--- src/rtl/rv_pkg.sv ---
// Shared RV32I fetch-side definitions: address width, reset vector, fetch FSM states.
package rv_pkg;
  localparam int              XLEN         = 32;
  localparam logic [31:0]     RESET_PC_DEF = 32'h0000_0000;
  localparam int              INSTR_BYTES  = 4;

  typedef enum logic [1:0] {
    BOOT = 2'd0,
    RUN  = 2'd1,
    PEND = 2'd2
  } pc_state_e;
endpackage

--- src/rtl/br_target_add.sv ---
// Redirect target selection: branch adder, JALR bit-0 clear, JALR priority, misalign check.
module br_target_add
  import rv_pkg::*;
(
  input  logic            br_take_i,
  input  logic [XLEN-1:0] br_pc_i,
  input  logic [XLEN-1:0] br_off_i,
  input  logic            jalr_i,
  input  logic [XLEN-1:0] jalr_target_i,
  output logic            redir_o,
  output logic [XLEN-1:0] tgt_o,
  output logic            mis_o
);
  logic [XLEN-1:0] bt;
  logic [XLEN-1:0] jt;

  // Offset arrives pre-shifted, so this is a plain wrapping add.
  assign bt      = br_pc_i + br_off_i;
  assign jt      = {jalr_target_i[XLEN-1:1], 1'b0};
  assign tgt_o   = jalr_i ? jt : bt;
  assign redir_o = jalr_i | br_take_i;
  // Bit 0 is clear for every legal source, so only bit 1 can break word alignment.
  assign mis_o   = redir_o & tgt_o[1];
endmodule

--- src/rtl/pc_gen.sv ---
// Fetch PC generator: holds the fetch PC, offers it over valid/ready, applies
// branch/JALR redirects and buffers one redirect while fetch is stalled.
module pc_gen #(
  parameter logic [31:0] RESET_PC = rv_pkg::RESET_PC_DEF,
  parameter int          XLEN     = 32
) (
  input  logic            clk,
  input  logic            rst,
  input  logic            br_take_i,
  input  logic [XLEN-1:0] br_pc_i,
  input  logic [XLEN-1:0] br_off_i,
  input  logic            jalr_i,
  input  logic [XLEN-1:0] jalr_target_i,
  input  logic            if_ready_i,
  output logic            if_valid_o,
  output logic [XLEN-1:0] if_pc_o,
  output logic            flush_o,
  output logic            misalign_o,
  output logic [XLEN-1:0] misalign_addr_o
);
  import rv_pkg::*;

  if (XLEN != 32) begin : g_xlen_chk
    $error("pc_gen supports XLEN=32 only");
  end

  pc_state_e       state_q, state_d;
  logic [XLEN-1:0] pc_q, pc_d;
  logic [XLEN-1:0] pend_q, pend_d;
  logic [XLEN-1:0] maddr_q, maddr_d;
  logic            flush_q, flush_d;
  logic            mis_q, mis_d;

  logic            redir;
  logic            tgt_mis;
  logic [XLEN-1:0] tgt;
  logic            xfer;

  br_target_add u_tgt (
    .br_take_i     (br_take_i),
    .br_pc_i       (br_pc_i),
    .br_off_i      (br_off_i),
    .jalr_i        (jalr_i),
    .jalr_target_i (jalr_target_i),
    .redir_o       (redir),
    .tgt_o         (tgt),
    .mis_o         (tgt_mis)
  );

  assign if_valid_o      = (state_q != BOOT);
  assign xfer            = if_valid_o & if_ready_i;
  assign if_pc_o         = pc_q;
  assign flush_o         = flush_q;
  assign misalign_o      = mis_q;
  assign misalign_addr_o = maddr_q;

  always_ff @(posedge clk or posedge rst) begin
    if (rst) begin
      state_q <= BOOT;
      pc_q    <= RESET_PC;
      pend_q  <= '0;
      maddr_q <= '0;
      flush_q <= 1'b0;
      mis_q   <= 1'b0;
    end else begin
      state_q <= state_d;
      pc_q    <= pc_d;
      pend_q  <= pend_d;
      maddr_q <= maddr_d;
      flush_q <= flush_d;
      mis_q   <= mis_d;
    end
  end

  always_comb begin
    state_d = state_q;
    pc_d    = pc_q;
    pend_d  = pend_q;
    maddr_d = maddr_q;
    flush_d = 1'b0;
    mis_d   = 1'b0;
    case (state_q)
      BOOT: state_d = RUN;
      RUN: begin
        if (redir && tgt_mis) begin
          // Misaligned target: report it, squash, but keep fetching in order.
          flush_d = 1'b1;
          mis_d   = 1'b1;
          maddr_d = tgt;
          if (xfer) pc_d = pc_q + XLEN'(INSTR_BYTES);
        end else if (redir) begin
          flush_d = 1'b1;
          if (xfer) begin
            pc_d = tgt;
          end else begin
            // pc must stay stable while offered; park the target.
            pend_d  = tgt;
            state_d = PEND;
          end
        end else if (xfer) begin
          pc_d = pc_q + XLEN'(INSTR_BYTES);
        end
      end
      PEND: begin
        // The stale pc just accepted must be squashed as well.
        if (xfer) begin
          pc_d    = pend_q;
          flush_d = 1'b1;
          state_d = RUN;
        end
      end
      default: state_d = BOOT;
    endcase
  end
endmodule
--- config.mk ---
export PLATFORM = sky130hd
export DESIGN_NAME = pc_gen
export DESIGN_NICKNAME = d
export VERILOG_FILES = /design/src/rtl/rv_pkg.sv /design/src/rtl/br_target_add.sv /design/src/rtl/pc_gen.sv
export SDC_FILE = /design/constraint.sdc
export NUM_CORES = 1
export LEC_CHECK = 0
export ABC_CLOCK_PERIOD_IN_PS = 3100
export CAP_MARGIN = 10
export CORE_ASPECT_RATIO = 0.75
export CORE_UTILIZATION = 46
export DETAILED_ROUTE_END_ITERATION = 6
export PLACE_DENSITY = 0.78
export SLEW_MARGIN = 0
export SYNTH_ARGS = -nofsm -noshare
export SYNTH_HDL_FRONTEND = slang
export SYNTH_SLANG_ARGS = --single-unit
export TNS_END_PERCENT = 10
--- constraint.sdc ---
create_clock -name clk -period 3.1 [get_ports clk]
set_input_delay 0.62 -clock clk [delete_from_list [all_inputs] [get_ports clk]]
set_output_delay 0.62 -clock clk [all_outputs]
set_load 0.01 [all_outputs]
# Word-level counts from Yosys, hierarchy flattened
# Index checks and enable logic that the tools add are counted.
[word_totals]
ff_bits = 100
in_bits = 101
output_inout_bits = 67
word_cells = 46
[classes]
n_addsub = 2
n_eq_ne = 7
mux = 18
bitwise_logic = 5
n_reduce_logical = 8
[ops]
columns = ["cell", "count"]
rows = [
  ["32-bit 2-to-1 mux", 6],
  ["32-bit one-hot mux with 2 select lines", 1],
  ["32-bit by 3-bit adder with 32-bit output, second input constant", 1],
  ["32-bit adder", 1],
  ["2-bit 2-to-1 mux", 4],
  ["2-bit inequality test, second input constant", 4],
  ["4-bit AND reduction", 2],
  ["2-bit one-hot mux with 3 select lines", 1],
  ["1-bit 2-to-1 mux", 5],
  ["4-bit inequality test, second input constant", 1],
  ["2-bit nonzero test", 2],
  ["3-bit AND reduction", 1],
  ["1-bit bitwise AND", 2],
  ["2-bit by 1-bit == test with 1-bit output, second input constant", 1],
  ["2-bit == test, second input constant", 1],
  ["2-bit zero test", 1],
  ["1-bit inverter", 2],
  ["1-bit one-hot mux with 2 select lines", 1],
  ["2-bit AND reduction", 1],
  ["1-bit logical AND", 1],
  ["1-bit bitwise OR", 1],
]

# Longest topological paths before layout
# Gate-level depths: netlist (run 1).
[logic_depth]
word_depth = 6
ltp_mapped = 12
depth_no_buf = 11

# Modules after synthesis
# Synthesis (run 1) repeated with hierarchy kept, for this count alone.
[unflattened]
cells_unflattened = 827
hier_area_um2 = 7265.7
[modules_own_cells]
columns = ["module", "n_inst", "cells_each", "area_per_inst_um2", "seq_area_each_um2"]
rows = [
  ["pc_gen", 1, 487, 5091.1, 2502.4],
  ["br_target_add", 1, 340, 2174.6, 0.0],
]

# Least setup slack after synthesis (run 1)
# Ideal clock, no wire load.
[synth_timing]
kind = "input to register"
startpoint = "input port br_pc_i[0]"
endpoint = "register maddr_q[30] (netlist: misalign_addr_o[30])"
t_arrival_ns = 2.871
path_slack_ns = 0.147
stages = 11
n_path_buf = 0
path_cell_list = "ha_1 > inv_1 > fa_1 > nand2b_1 > a21o_1 > a31oi_2 > o2111ai_2 > a2111oi_0 > or3_1 > nand3_1 > a31oi_1"
[synth_via]
elab_chain_cells = 5
[synth_rtl]
columns = ["element", "line_no", "rtl"]
rows = [
  ["start: declaration", "pc_gen.sv:10", "input logic [XLEN-1:0] br_pc_i,"],
  ["32-bit adder *", "br_target_add.sv:18", "assign bt = br_pc_i + br_off_i;"],
  ["32-bit 2-to-1 mux *", "br_target_add.sv:20", "assign tgt_o = jalr_i ? jt : bt;"],
  ["1-bit bitwise AND", "br_target_add.sv:23", "assign mis_o = redir_o & tgt_o[1];"],
  ["1-bit logical AND", "pc_gen.sv:85", "if (redir && tgt_mis) begin"],
  ["2-bit AND reduction (no source line)", "n/a", ""],
  ["end signal: assignment", "pc_gen.sv:69", "maddr_q <= maddr_d;"],
  ["end: declaration", "pc_gen.sv:30", "logic [XLEN-1:0] maddr_q, maddr_d;"],
]
# Mark *: on every way between the ends. The rest lies on a longest branch, timed or not.
# A chain may end at the register's enable or synchronous reset.

# Worst setup path in the final report (run 1)
[layout_timing]
startpoint = "input port br_pc_i[11]"
endpoint = "register pc_q[22] (netlist: if_pc_o[22])"
[layout_via]
elab_chain_cells = 6
[layout_rtl]
columns = ["element", "line_no", "rtl"]
rows = [
  ["32-bit adder", "br_target_add.sv:18", ""],
  ["32-bit 2-to-1 mux", "br_target_add.sv:20", ""],
  ["32-bit 2-to-1 mux", "pc_gen.sv:93", "if (xfer) begin"],
  ["32-bit 2-to-1 mux", "pc_gen.sv:91", "end else if (redir) begin"],
  ["32-bit 2-to-1 mux", "pc_gen.sv:85", ""],
  ["32-bit one-hot mux with 2 select lines", "pc_gen.sv:82", "case (state_q)"],
  ["end signal: assignment", "pc_gen.sv:67", "pc_q <= pc_d;"],
  ["end: declaration", "pc_gen.sv:28", "logic [XLEN-1:0] pc_q, pc_d;"],
]
# Every way passes these cells. The select of a mux whose other input is x is not followed.

==> reports/qor.csv, run 1 <==
stage;metric;value;unit
status;status;finished clean;
power_and_ir_drop;p_clk_frac;0.155;
timing;worst_pin_slew;0.642;ns
global_routing;grt_overflow;0;
setup_path;critPathBufInv;2;
timing;fmax;324;MHz
global_routing;grt_max_degree;101;
setup_path;cp_max_fo;2;
clock_tree;htree_num_levels;3;
setup_path;crit_chain;clkdlybuf4s50_1 > ha_1 > and3_4 > a221oi_4 > and3b_2 > a211oi_4 > buf_4 > a21oi_2 > o21a_1 > or4_1 > a31oi_1;
run;drv.max_cap_violation_count;0;
logic_synthesis;netlist_instances;854;
timing;fin_crit_sh;0.996;
detailed_routing;dr_total_vias;7728;
clock_tree;cts_buffers;9;
global_routing;grtUsageTotal;0.301;
placement;postPlaceCellArea;9780;sq um
setup_path;r2r_setup_slack;0.42;ns
cells_and_area;layout-drive-gt1-share;0.179;
placement;place.gp.congestion;0.927;
power_and_ir_drop;p_seq_frac;0.326;
logic_synthesis;async_reset_ff_frac;1.00;
timing;timing.hold.ws;0.474;ns
floorplanning;start_util;0.479;
cells_and_area;area_growth;46.8;%
setup_path;end_kind;register;
timing;rsz0062_at_grt;yes;
detailed_routing;dr.pass1.iters;5;
detailed_routing;drt_iter0_markers;647;
timing;slew_headroom;0.572;
detailed_routing;postRouteAntennaNets;0;
logic_synthesis;ys_types;69;
placement;io_buffers;166;
clock_tree;cts_tree;built;
detailed_routing;drc_errors;0;
timing;hold_viol;0;
setup_path;crit_arrival;3.36;ns
power_and_ir_drop;power_density;725;nW/um^2
detailed_routing;via_per_inst;5.85;
cells_and_area;design_area;10300;sq um
logic_synthesis;netlist_area;7040;sq um
timing;setup_viol;0;
floorplanning;row_count;38;
global_routing;grt_pass1_wl;36400;um
timing;post-route-min-period;3.09;ns
floorplanning;coreArea;14700;sq um
cells_and_area;nNetsFinal;1252;
power_and_ir_drop;p_sw;0.00296;W
power_and_ir_drop;swShare;0.395;
detailed_routing;wl_per_cell;17.9;um
floorplanning;io_pins;168;
power_and_ir_drop;ir_drop;459;uV
logic_synthesis;yosysSeqAreaShare;0.356;
global_routing;antenna_found_initial;0;
detailed_routing;routed_wl;23600;um
worst_hold_path;hold_class;reg2reg;
logic_synthesis;synth_ff_type;dfrtp_1;
clock_tree;ctsRootBufferMaster;clkbuf_16;
clock_tree;clock_path_buffers;2;
setup_path;worst_path_max_delay_cell;or4_1;
logic_synthesis;yosys_warnings;0;
clock_tree;clkTransAtPathRegs;0.07;ns
timing;tns;0;ns
power_and_ir_drop;p_leak;4.51;nW
clock_tree;clk-insertion-delay-late;0.35;ns
placement;dpl.hpwl;17800;um
power_and_ir_drop;intPower;0.00453;W
setup_path;timing_worst_setup_path_type;in2reg;
setup_path;cp_slowest_stage_delay;0.51;ns
setup_path;cp.required;3.37;ns
timing;clock_skew;0.00764;ns
global_routing;grt_pass1_vias;7206;
setup_path;start_kind;primary input;
logic_synthesis;ys_seq_elements;100;
setup_path;critPathTopFamily;simple AND/OR/NAND/NOR gates;
power_and_ir_drop;power_frac_comb;0.518;
floorplanning;die_x;145;um
logic_synthesis;synth_edf_count;0;
clock_tree;cts_sinks;100;
logic_synthesis;syn_avg_cell_area;8.24;sq um
floorplanning;die_h;109;um
logic_synthesis;synthesis.nets;991;
cells_and_area;antennaDiodeCount;0;
timing;drv_slew;0;
floorplanning;dieArea;15800;sq um
==> stage by stage <==
step / power, W / instances / setup slack, ns / utilization
after floorplan: 0.00417 / 854 / 0.147 / -
after global placement: 0.00609 / 1299 / -0.495 / 0.666
after detailed placement: 0.00618 / 1299 / -0.548 / 0.666
after CTS: 0.00739 / 1315 / -0.00263 / 0.690
after global routing: 0.00796 / 1320 / -0.0387 / 0.703
final: 0.00749 / 1320 / 0.0124 / 0.703
==> cell usage in the layout (no fill, tap or decap), drive strengths merged, types with 5 or more instances in the layout <==
cell / n
clkdlybuf4s50: 155
mux2i: 14
buf: 141
nand2b: 12
clkbuf: 10
a211oi: 8
inv: 13
o211ai: 12
nand4: 10
o31a: 5
o31ai: 5
o21a: 14
o221ai: 5
a32oi: 8
xor2: 18
nor3: 19
dfrtp: 100
dlymetal6s2s: 6
nor2: 36
ha: 35
a21o: 15
o21ai: 113
a31oi: 15
nand3: 24
a21boi: 5
xnor2: 17
a21oi: 72
and3: 25
nand2: 126
==> registers in the layout, summed over array words and instances, names as in the netlist <==
name             count
pend_q              32
if_pc_o             32
state_q              2
misalign_o           1
flush_o              1
misalign_addr_o     32
==> power groups by stage <==
stage | logic [W] | registers, W | clock network [W]
after floorplan | 0.00170 | 0.00246 | 0
after global placement | 0.00367 | 0.00242 | 0
after detailed placement | 0.00375 | 0.00243 | 0
after CTS | 0.00379 | 0.00243 | 0.00117
after global routing | 0.00424 | 0.00251 | 0.00121
final | 0.00388 | 0.00244 | 0.00116
==> Yosys cell counts (3+ instances only) <==
| library cell | n | area (sq um) |
|---|---|---|
| a32oi_1 | 8 | 70.1 |
| o211ai_1 | 12 | 90.1 |
| clkbuf_1 | 52 | 195 |
| nand4_1 | 10 | 62.6 |
| mux2i_1 | 14 | 140 |
| a221o_1 | 4 | 40.0 |
| and2_1 | 4 | 25.0 |
| xor2_1 | 18 | 158 |
| dfrtp_1 | 100 | 2500 |
| a21boi_0 | 5 | 37.5 |
| nand2b_1 | 12 | 75.1 |
| o21a_1 | 14 | 105 |
| ha_1 | 35 | 438 |
| a32o_1 | 4 | 40.0 |
| o22ai_1 | 4 | 25.0 |
| a21oi_1 | 71 | 355 |
| o221ai_1 | 5 | 43.8 |
| or3_1 | 4 | 25.0 |
| nand3_1 | 24 | 120 |
| nor3_1 | 19 | 95.1 |
| a211oi_1 | 6 | 45.0 |
| nor2b_1 | 4 | 25.0 |
| a31oi_1 | 14 | 87.6 |
| xnor2_1 | 17 | 149 |
| o31a_1 | 5 | 43.8 |
| and4_1 | 4 | 35.0 |
| nor2_1 | 36 | 135 |
| a21o_1 | 15 | 113 |
| and3_1 | 25 | 156 |
| o31ai_1 | 5 | 37.5 |
| o21ai_1 | 4 | 20.0 |
| inv_1 | 14 | 52.6 |
| o21ai_0 | 109 | 546 |
| mux2_2 | 4 | 45.0 |
| a41oi_1 | 3 | 26.3 |
| nand2_1 | 126 | 473 |
==> area by class of cell <==
type	count	area, sq um
inverter	14	56.3
tap	200	250
fill	1157	4360
clock inverter	6	63.8
multi-input combinational	684	4470
clock buffer	10	239
sequential	100	2500
timing repair buffer	306	2750
==> cells by family (layout without fill, tap and decap cells) <==
logic type / count (synthesis) / count (layout) / synth area share
adder cells (fa/ha/maj): 36 / 36 / 0.0651
AO/OA/AOI/OAI: 314 / 314 / 0.282
multiplexers: 18 / 18 / 0.0263
buffers and inverters: 70 / 336 / 0.0386
AND/OR/NAND/NOR: 281 / 281 / 0.189
XOR/XNOR: 35 / 35 / 0.0436
flip-flops: 100 / 100 / 0.356
==> path summary, 6_finish.rpt <==
path / depth (start not counted) / start / endpoint
setup / recovery: 11 / br_pc_i[11] / if_pc_o[22]
hold / removal: 1 / misalign_addr_o[1] / misalign_addr_o[1]
setup reg to reg: 11 / state_q[0] / if_pc_o[30]
hold reg to reg: 1 / misalign_addr_o[1] / misalign_addr_o[1]
max in group asynchronous: 3 / rst / misalign_addr_o[19]
min in group asynchronous: 3 / rst / misalign_addr_o[0]
==> what timing repair did <==
action | CTS | global route
setup endpoints to repair | 32 | 27
hold buffers | 0 | 0
hold endpoints to repair | 0 | 0
resized for setup | 19 | 34
buffers inserted | 0 | 5
pin swaps | 11 | 16
==> per-layer routing <==
metal	wire length, um	up-vias	GRT usage
met5	0	-	0
met4	564	0	0.0895
met3	1820	38	0.0483
met2	11000	362	0.502
li1	-	3660	-
met1	10300	3668	0.401
Power figures use the tool's default switching activity.
==> inputs of run 2 (changes only) <==
--- a/config.mk
+++ b/config.mk
@@ -11,6 +11,7 @@
 export CORE_UTILIZATION = 46
 export DETAILED_ROUTE_END_ITERATION = 6
 export PLACE_DENSITY = 0.78
+export SKIP_LAST_GASP = 1
 export SLEW_MARGIN = 0
 export SYNTH_ARGS = -nofsm -noshare
 export SYNTH_HDL_FRONTEND = slang
==> run 2 against run 1 <==
Compared with the run above:
- the flow now finishes with violations (negative setup slack)
- first-iteration DRC count decreased by 1.2%
- total power decreased by 0.88%
- clock skew decreased by 0.0021 ns
- final area decreased by 1.5%
- sequential share of layout area increased by 0.38 points
- hold slack about the same
- setup slack got worse by 0.064 ns
- routed wire length decreased by 1.9%
- global-route usage about the same
- combinational power decreased by 1%
==> reports/qor.csv, run 2 (synthesis gave the netlist of run 1 again) <==
stage;metric;value;unit;change
cells_and_area;layout_commonest_cell;clkdlybuf4s50_1;;unchanged
global_routing;grt_pass1_wl;36400;um;about the same
clock_tree;cts_buffers;9;;unchanged
timing;setup_slack;-0.0521;ns;was 0.0124 ns
detailed_routing;drt_iter0_markers;639;;was 647
detailed_routing;dr_total_vias;7674;;was 7,728
setup_path;end_kind;register;;unchanged
setup_path;cp_max_fo;5;;was 2
run;drv.max_cap_violation_count;0;;unchanged
clock_tree;htree_num_levels;3;;unchanged
detailed_routing;postRouteAntennaNets;0;;unchanged
floorplanning;start_util;0.479;;unchanged
setup_path;worstReg2RegStart;state_q[0];;unchanged
clock_tree;cts_hold_buf;0;;unchanged
setup_path;r2r_cells;11;;unchanged
cells_and_area;fin_cells;1315;;was 1,320
cells_and_area;nNetsFinal;1247;;was 1,252
setup_path;crit_arrival;3.39;ns;was 3.36 ns
setup_path;start_kind;primary input;;unchanged
timing;drv_slew;0;;unchanged
clock_tree;clock_path_buffers;2;;unchanged
clock_tree;clk-insertion-delay-late;0.35;ns;about the same
timing;setup_viol;5;;was 0
clock_tree;cts_sinks;100;;unchanged
placement;io_buffers;166;;unchanged
power_and_ir_drop;ir_drop;459;uV;about the same
placement;postPlaceCellArea;9780;sq um;unchanged
floorplanning;row_count;38;;unchanged
global_routing;antenna_found_initial;0;;unchanged
status;violations;negative setup slack;;
timing;slew_headroom;0.588;;was 0.572
timing;hold_viol;0;;unchanged
cells_and_area;area_growth;44.5;%;was 46.8%
placement;dpl.cell_count;1299;;unchanged
floorplanning;die_x;145;um;unchanged
cells_and_area;design_area;10200;sq um;was 10,300 sq um
floorplanning;dieArea;15800;sq um;unchanged
detailed_routing;via_per_inst;5.84;;was 5.85
placement;place.gp.congestion;0.927;;unchanged
worst_hold_path;hold_path_end;misalign_addr_o[1];;unchanged
timing;worst_pin_slew;0.618;ns;was 0.642 ns
setup_path;r2r_setup_slack;0.44;ns;was 0.42 ns
setup_path;cp.required;3.34;ns;was 3.37 ns
setup_path;crit_top_cell;a21o_1;;
clock_tree;ctsRootBufferMaster;clkbuf_16;;unchanged
setup_path;cp_slowest_stage_delay;0.49;ns;was 0.51 ns
setup_path;timing_worst_setup_path_type;in2reg;;unchanged
timing;post-route-min-period;3.15;ns;was 3.09 ns
timing;fin_crit_sh;1.02;;was 0.996
setup_path;worst_path_max_delay_cell;clkdlybuf4s50_1;;was or4_1
power_and_ir_drop;total_power;0.00742;W;was 0.00749 W
clock_tree;cts_tree;built;;unchanged
status;status;finished with violations;;was finished clean
power_and_ir_drop;power_density;730;nW/um^2;was 725 nW/um^2
global_routing;grtUsageTotal;0.301;;about the same
detailed_routing;wl_per_cell;17.6;um;was 17.9 um
timing;tns;-0.150;ns;was 0 ns
cells_and_area;layout-drive-gt1-share;0.164;;was 0.179
worst_hold_path;hold_depth;1;;unchanged
floorplanning;coreArea;14700;sq um;unchanged
global_routing;grt_max_degree;101;;unchanged
worst_hold_path;hold_class;reg2reg;;unchanged
cells_and_area;final_util;0.692;;was 0.703
timing;fmax;317;MHz;was 324 MHz
setup_path;crit_chain;clkdlybuf4s50_1 > inv_1 > fa_2 > nand2b_4 > a21o_1 > a31oi_4 > o2111ai_4 > buf_6 > a21o_1 > a211oi_2 > o221ai_1 > mux2_4;;was clkdlybuf4s50_1 > ha_1 > and3_4 > a221oi_4 > and3b_2 > a211oi_4 > buf_4 > a21oi_2 > o21a_1 > or4_1 > a31oi_1
detailed_routing;dr.pass1.iters;5;;unchanged
global_routing;grt_pass1_vias;7204;;was 7,206
cells_and_area;antennaDiodeCount;0;;unchanged
worst_hold_path;worstHoldStart;misalign_addr_o[1];;unchanged
power_and_ir_drop;p_leak;4.41;nW;was 4.51 nW
floorplanning;io_pins;168;;unchanged
setup_path;timing.rr.end;if_pc_o[30];;unchanged
floorplanning;die_h;109;um;unchanged
cells_and_area;final_cell_mix;clkdlybuf4s50_1 (163), buf_4 (132), nand2_1 (125);;was clkdlybuf4s50_1 (155), buf_4 (135), nand2_1 (125)
clock_tree;clkTransAtPathRegs;0.07;ns;about the same
placement;dpl.hpwl;17800;um;unchanged
timing;clock_skew;0.00558;ns;was 0.00764 ns
global_routing;grt_overflow;0;;unchanged
timing;rsz0062_at_grt;yes;;unchanged
detailed_routing;routed_wl;23200;um;was 23,600 um
detailed_routing;drc_errors;0;;unchanged
==> run 2: per-layer routing <==
| layer | vias to the layer above | GRT usage | wire [um] |
|---|---|---|---|
| met4 | 0 | 0.0895 | 590 |
| met5 | - | 0 | 0 |
| met1 | 3618 | 0.401 | 10100 |
| met2 | 353 | 0.502 | 10600 |
| li1 | 3656 | - | - |
| met3 | 47 | 0.0483 | 1870 |
==> run 2: repair_timing <==
| action | in CTS | in global routing |
|---|---|---|
| setup endpoints to repair | 32 | 39 |
| setup buffers | 0 | 0 |
| pin swaps | 11 | 1 |
| resized for setup | 15 | 10 |
==> run 2: where the power goes <==
part / internal, W / switching (W) / total, W
registers: 0.00189 / 0.000544 / 0.00244
clock network: 0.000647 / 0.000511 / 0.00116
logic: 0.00197 / 0.00186 / 0.00383
total: 0.00451 / 0.00292 / 0.00742
==> run 2: per-stage QoR <==
step / hold slack, ns / worst slack (ns)
3_5_place_dp: 0.456 / -0.548
6_report: 0.474 / -0.0521
2_1_floorplan: 0.442 / 0.147
3_3_place_gp: 0.449 / -0.495
5_1_grt: 0.500 / -0.107
4_1_cts: 0.477 / -0.0478
==> run 2: worst max-delay path: cells and delay by family <==
kind / cells / cell delay, ns
AO/OA/AOI/OAI: 6 / 1.22
buffers and inverters: 3 / 0.73
adder cells (fa/ha/maj): 1 / 0.39
multiplexers: 1 / 0.27
AND/OR/NAND/NOR: 1 / 0.15
==> run 2: how the worst max path moves through the flow <==
stage | slack, ns | cells past startpoint | endpoint | start
after global routing | -0.11 | 12 | misalign_addr_o[30] | br_pc_i[1]
after floorplan | 0.15 | 11 | misalign_addr_o[30] | br_pc_i[0]
after global placement | -0.49 | 13 | if_pc_o[26] | br_off_i[0]
after detailed placement | -0.55 | 13 | if_pc_o[26] | br_pc_i[0]
after CTS | -0.05 | 12 | if_pc_o[31] | br_off_i[1]
final | -0.05 | 12 | if_pc_o[26] | br_pc_i[1]
==> run 2: cell type report <==
type | instances | area (sq um)
clock buffers | 10 | 239
clock inverters | 6 | 63.8
fillers | 1179 | 4520
inverters | 14 | 56.3
multi-input cells | 684 | 4360
flip-flops and latches | 100 | 2500
well taps | 200 | 250
repair buffers | 301 | 2700
==> inputs of run 3 (changes only) <==
==> constraint.sdc (replaced) <==
create_clock -name clk -period 3.1 [get_ports clk]
set_input_delay 0.775 -clock clk [delete_from_list [all_inputs] [get_ports clk]]
set_output_delay 0.775 -clock clk [all_outputs]
set_load 0.01 [all_outputs]
==> run 3 against run 2 <==
Compared with the run above:
- the run still ends with negative setup slack left
- utilization rose by 3.7 points
- sequential power barely moved
- global-route usage increased by 0.55 points
- sequential share of layout area decreased by 1.3 points
- flip-flop and latch count unchanged
- total power grew 0.99%
- combinational power increased by 4%
- register-to-register slack worse by 0.04 ns
- clock power is 7% lower
- critical path depth down 1
- count of clock-buffer cells in the layout rose by 1
- largest cell class unchanged
==> reports/qor.csv, run 3 (synthesis gave the netlist of run 1 again) <==
stage;metric;value;unit;change
cells_and_area;nFillCells;1081;;was 1,179
detailed_routing;postRouteAntennaNets;0;;unchanged
status;violations;negative setup slack;;unchanged
clock_tree;ctsRootBufferMaster;clkbuf_16;;unchanged
setup_path;cp_slowest_stage_delay;0.41;ns;was 0.49 ns
placement;dpl.cell_count;1315;;was 1,299
timing;hold_viol;0;;unchanged
clock_tree;htree_num_levels;3;;unchanged
floorplanning;die_h;109;um;unchanged
detailed_routing;via_per_inst;5.86;;was 5.84
detailed_routing;wl_met1;10200;um;was 10,100 um
setup_path;timing_worst_setup_path_type;in2reg;;unchanged
status;status;finished with violations;;unchanged
setup_path;timing.rr.end;if_pc_o[30];;unchanged
global_routing;grt_max_degree;43;;was 101
worst_hold_path;hold_class;reg2reg;;unchanged
setup_path;end_kind;register;;unchanged
setup_path;r2r_setup_slack;0.40;ns;was 0.44 ns
floorplanning;coreArea;14700;sq um;unchanged
detailed_routing;wl_per_cell;18.1;um;was 17.6 um
clock_tree;cts_sinks;100;;unchanged
cells_and_area;final_cell_mix;buf_4 (151), clkdlybuf4s50_1 (143), nand2_1 (125);;was clkdlybuf4s50_1 (163), buf_4 (132), nand2_1 (125)
setup_path;worst_path_max_delay_cell;clkdlybuf4s50_1;;unchanged
detailed_routing;wl_met2;11400;um;was 10,600 um
cells_and_area;area_growth;52.4;%;was 44.5%
clock_tree;cts_buffers;9;;unchanged
placement;dpl.hpwl;17900;um;was 17,800 um
setup_path;crit_chain;clkdlybuf4s50_1 > ha_2 > a21o_1 > a221oi_4 > and3b_2 > a211oi_4 > buf_4 > a211oi_1 > a31oi_1 > a21boi_1 > o21ai_0;;was clkdlybuf4s50_1 > inv_1 > fa_2 > nand2b_4 > a21o_1 > a31oi_4 > o2111ai_4 > buf_6 > a21o_1 > a211oi_2 > o221ai_1 > mux2_4
clock_tree;clock_path_buffers;2;;unchanged
run;drv.max_cap_violation_count;0;;unchanged
power_and_ir_drop;power_frac_comb;0.530;;was 0.516
cells_and_area;final_util;0.730;;was 0.692
cells_and_area;fin_cells;1344;;was 1,315
timing;rsz0062_at_grt;yes;;unchanged
global_routing;grtUsageTotal;0.306;;was 0.301
timing;slew_headroom;0.515;;was 0.588
timing;fmax;321;MHz;was 317 MHz
clock_tree;clkTransAtPathRegs;0.07;ns;about the same
floorplanning;die_x;145;um;unchanged
worst_hold_path;hold_path_end;misalign_addr_o[1];;unchanged
placement;place.gp.congestion;0.948;;was 0.927
detailed_routing;wl_met3;1960;um;was 1870 um
detailed_routing;drc_errors;0;;unchanged
floorplanning;start_util;0.479;;unchanged
global_routing;antenna_found_initial;2;;was 0
timing;drv_slew;0;;unchanged
detailed_routing;drt_iter0_markers;650;;was 639
detailed_routing;dr_total_vias;7874;;was 7,674
power_and_ir_drop;ir_drop;425;uV;was 459 uV
setup_path;start_kind;primary input;;unchanged
floorplanning;dieArea;15800;sq um;unchanged
worst_hold_path;hold_depth;1;;unchanged
timing;timing.hold.ws;0.474;ns;about the same
worst_hold_path;worstHoldStart;misalign_addr_o[1];;unchanged
power_and_ir_drop;p_seq_frac;0.326;;was 0.328
setup_path;critPathBufInv;2;;was 3
timing;setup_viol;2;;was 5
power_and_ir_drop;power_density;699;nW/um^2;was 730 nW/um^2
clock_tree;cts_tree;built;;unchanged
timing;setup_slack;-0.0160;ns;was -0.0521 ns
timing;clock_skew;0.00717;ns;was 0.00558 ns
clock_tree;cts_hold_buf;0;;unchanged
timing;post-route-min-period;3.12;ns;was 3.15 ns
setup_path;cp.depth;11;;was 12
global_routing;grt_pass1_vias;7331;;was 7,204
setup_path;critPathTopFamily;compound AO/OA/AOI/OAI gates;;unchanged
setup_path;crit_arrival;3.34;ns;was 3.39 ns
setup_path;cp.required;3.33;ns;was 3.34 ns
placement;io_buffers;166;;unchanged
setup_path;worstReg2RegStart;state_q[0];;unchanged
timing;worst_pin_slew;0.720;ns;was 0.618 ns
power_and_ir_drop;p_leak;4.68;nW;was 4.41 nW
setup_path;r2r_cells;11;;unchanged
clock_tree;clk-insertion-delay-late;0.35;ns;about the same
detailed_routing;dr.pass1.iters;5;;unchanged
global_routing;grt_overflow;0;;unchanged
floorplanning;row_count;38;;unchanged
floorplanning;io_pins;168;;unchanged
cells_and_area;layout-drive-gt1-share;0.211;;was 0.164
setup_path;cp_max_fo;3;;was 5
power_and_ir_drop;p_clk_frac;0.144;;was 0.156
cells_and_area;nNetsFinal;1275;;was 1,247
power_and_ir_drop;swShare;0.399;;was 0.393
cells_and_area;layout_commonest_cell;buf_4;;was clkdlybuf4s50_1
detailed_routing;highest_layer;met4;;unchanged
power_and_ir_drop;intPower;0.00450;W;was 0.00451 W
power_and_ir_drop;total_power;0.00750;W;was 0.00742 W
global_routing;grt_pass1_wl;37000;um;was 36,400 um
power_and_ir_drop;p_sw;0.00299;W;was 0.00292 W
timing;fin_crit_sh;1.01;;was 1.02
detailed_routing;routed_wl;24300;um;was 23,200 um
## run 3: cell types whose count changed in the layout (fill, tap and decap cells not counted), sizes merged
| cell | previous run | this run |
|---|---|---|
| buf | 136 | 164 |
| clkdlybuf4s15 | 0 | 1 |
| clkdlybuf4s50 | 163 | 143 |
| dlygate4sd2 | 2 | 11 |
| dlymetal6s2s | 0 | 10 |
| clkbuf | 10 | 11 |
| diode | 0 | 1 |
| bufinv | 1 | 0 |
## run 3: worst register-to-register path, cell delays in order (launching register included)
cell and delay (ns):
dfrtp_1 0.39, inv_1 0.10, ha_1 0.27, nor2b_1 0.16
and3_1 0.23, nand4_1 0.24, nor4_1 0.36, buf_4 0.17
nand3_1 0.09, xnor2_1 0.14, a221oi_1 0.27, o221ai_1 0.15
## run 3: stage by stage
| stage | area [sq um] | TNS, ns | setup slack (ns) |
|---|---|---|---|
| floorplan | 7040 | -0.0140 | -0.00754 |
| finish | 10700 | -0.0285 | -0.0160 |
| CTS | 10400 | -0.477 | -0.0717 |
| global placement | 9940 | -30.98 | -0.631 |
| global route | 10700 | -0.509 | -0.0909 |
| detailed placement | 9940 | -33.51 | -0.687 |
## run 3: power groups by stage
| stage | logic, W | registers [W] | clock network [W] |
|---|---|---|---|
| 2_1_floorplan | 0.00170 | 0.00246 | 0 |
| 3_3_place_gp | 0.00368 | 0.00242 | 0 |
| 3_5_place_dp | 0.00376 | 0.00244 | 0 |
| 4_1_cts | 0.00385 | 0.00243 | 0.00108 |
| 5_1_grt | 0.00431 | 0.00251 | 0.00113 |
| 6_report | 0.00398 | 0.00244 | 0.00108 |
## run 3: area by class of cell
cell class,count,area (sq um),share of cell area
Tap cell,200,250,0.0233
Sequential cell,100,2500,0.233
Clock buffer,11,243,0.0226
Clock inverter,5,37.5,0.00350
Multi-Input combinational cell,684,4650,0.434
Antenna cell,1,2.50,0.000233
Inverter,14,56.3,0.00525
Timing Repair Buffer,329,2980,0.278
## run 3: what timing repair did
item	4_1_cts	5_1_grt
pin swaps	28	29
setup buffers	9	5
endpoints found under the setup margin	51	43
resized for setup	44	51
## run 3: routing by layer
metal,vias up,global-route usage
met5,-,0
met4,0,0.0947
met3,53,0.0540
met2,373,0.508
met1,3742,0.407
li1,3706,-
## run 3: worst max path at each step
stage	from	to	slack (ns)
after global routing	br_pc_i[9]	misalign_addr_o[18]	-0.09
after detailed placement	br_off_i[0]	if_pc_o[26]	-0.69
final	br_pc_i[9]	misalign_addr_o[18]	-0.02
after CTS	br_off_i[0]	if_pc_o[26]	-0.07
after global placement	br_off_i[0]	if_pc_o[26]	-0.63
after floorplan	br_pc_i[0]	misalign_addr_o[30]	-0.008
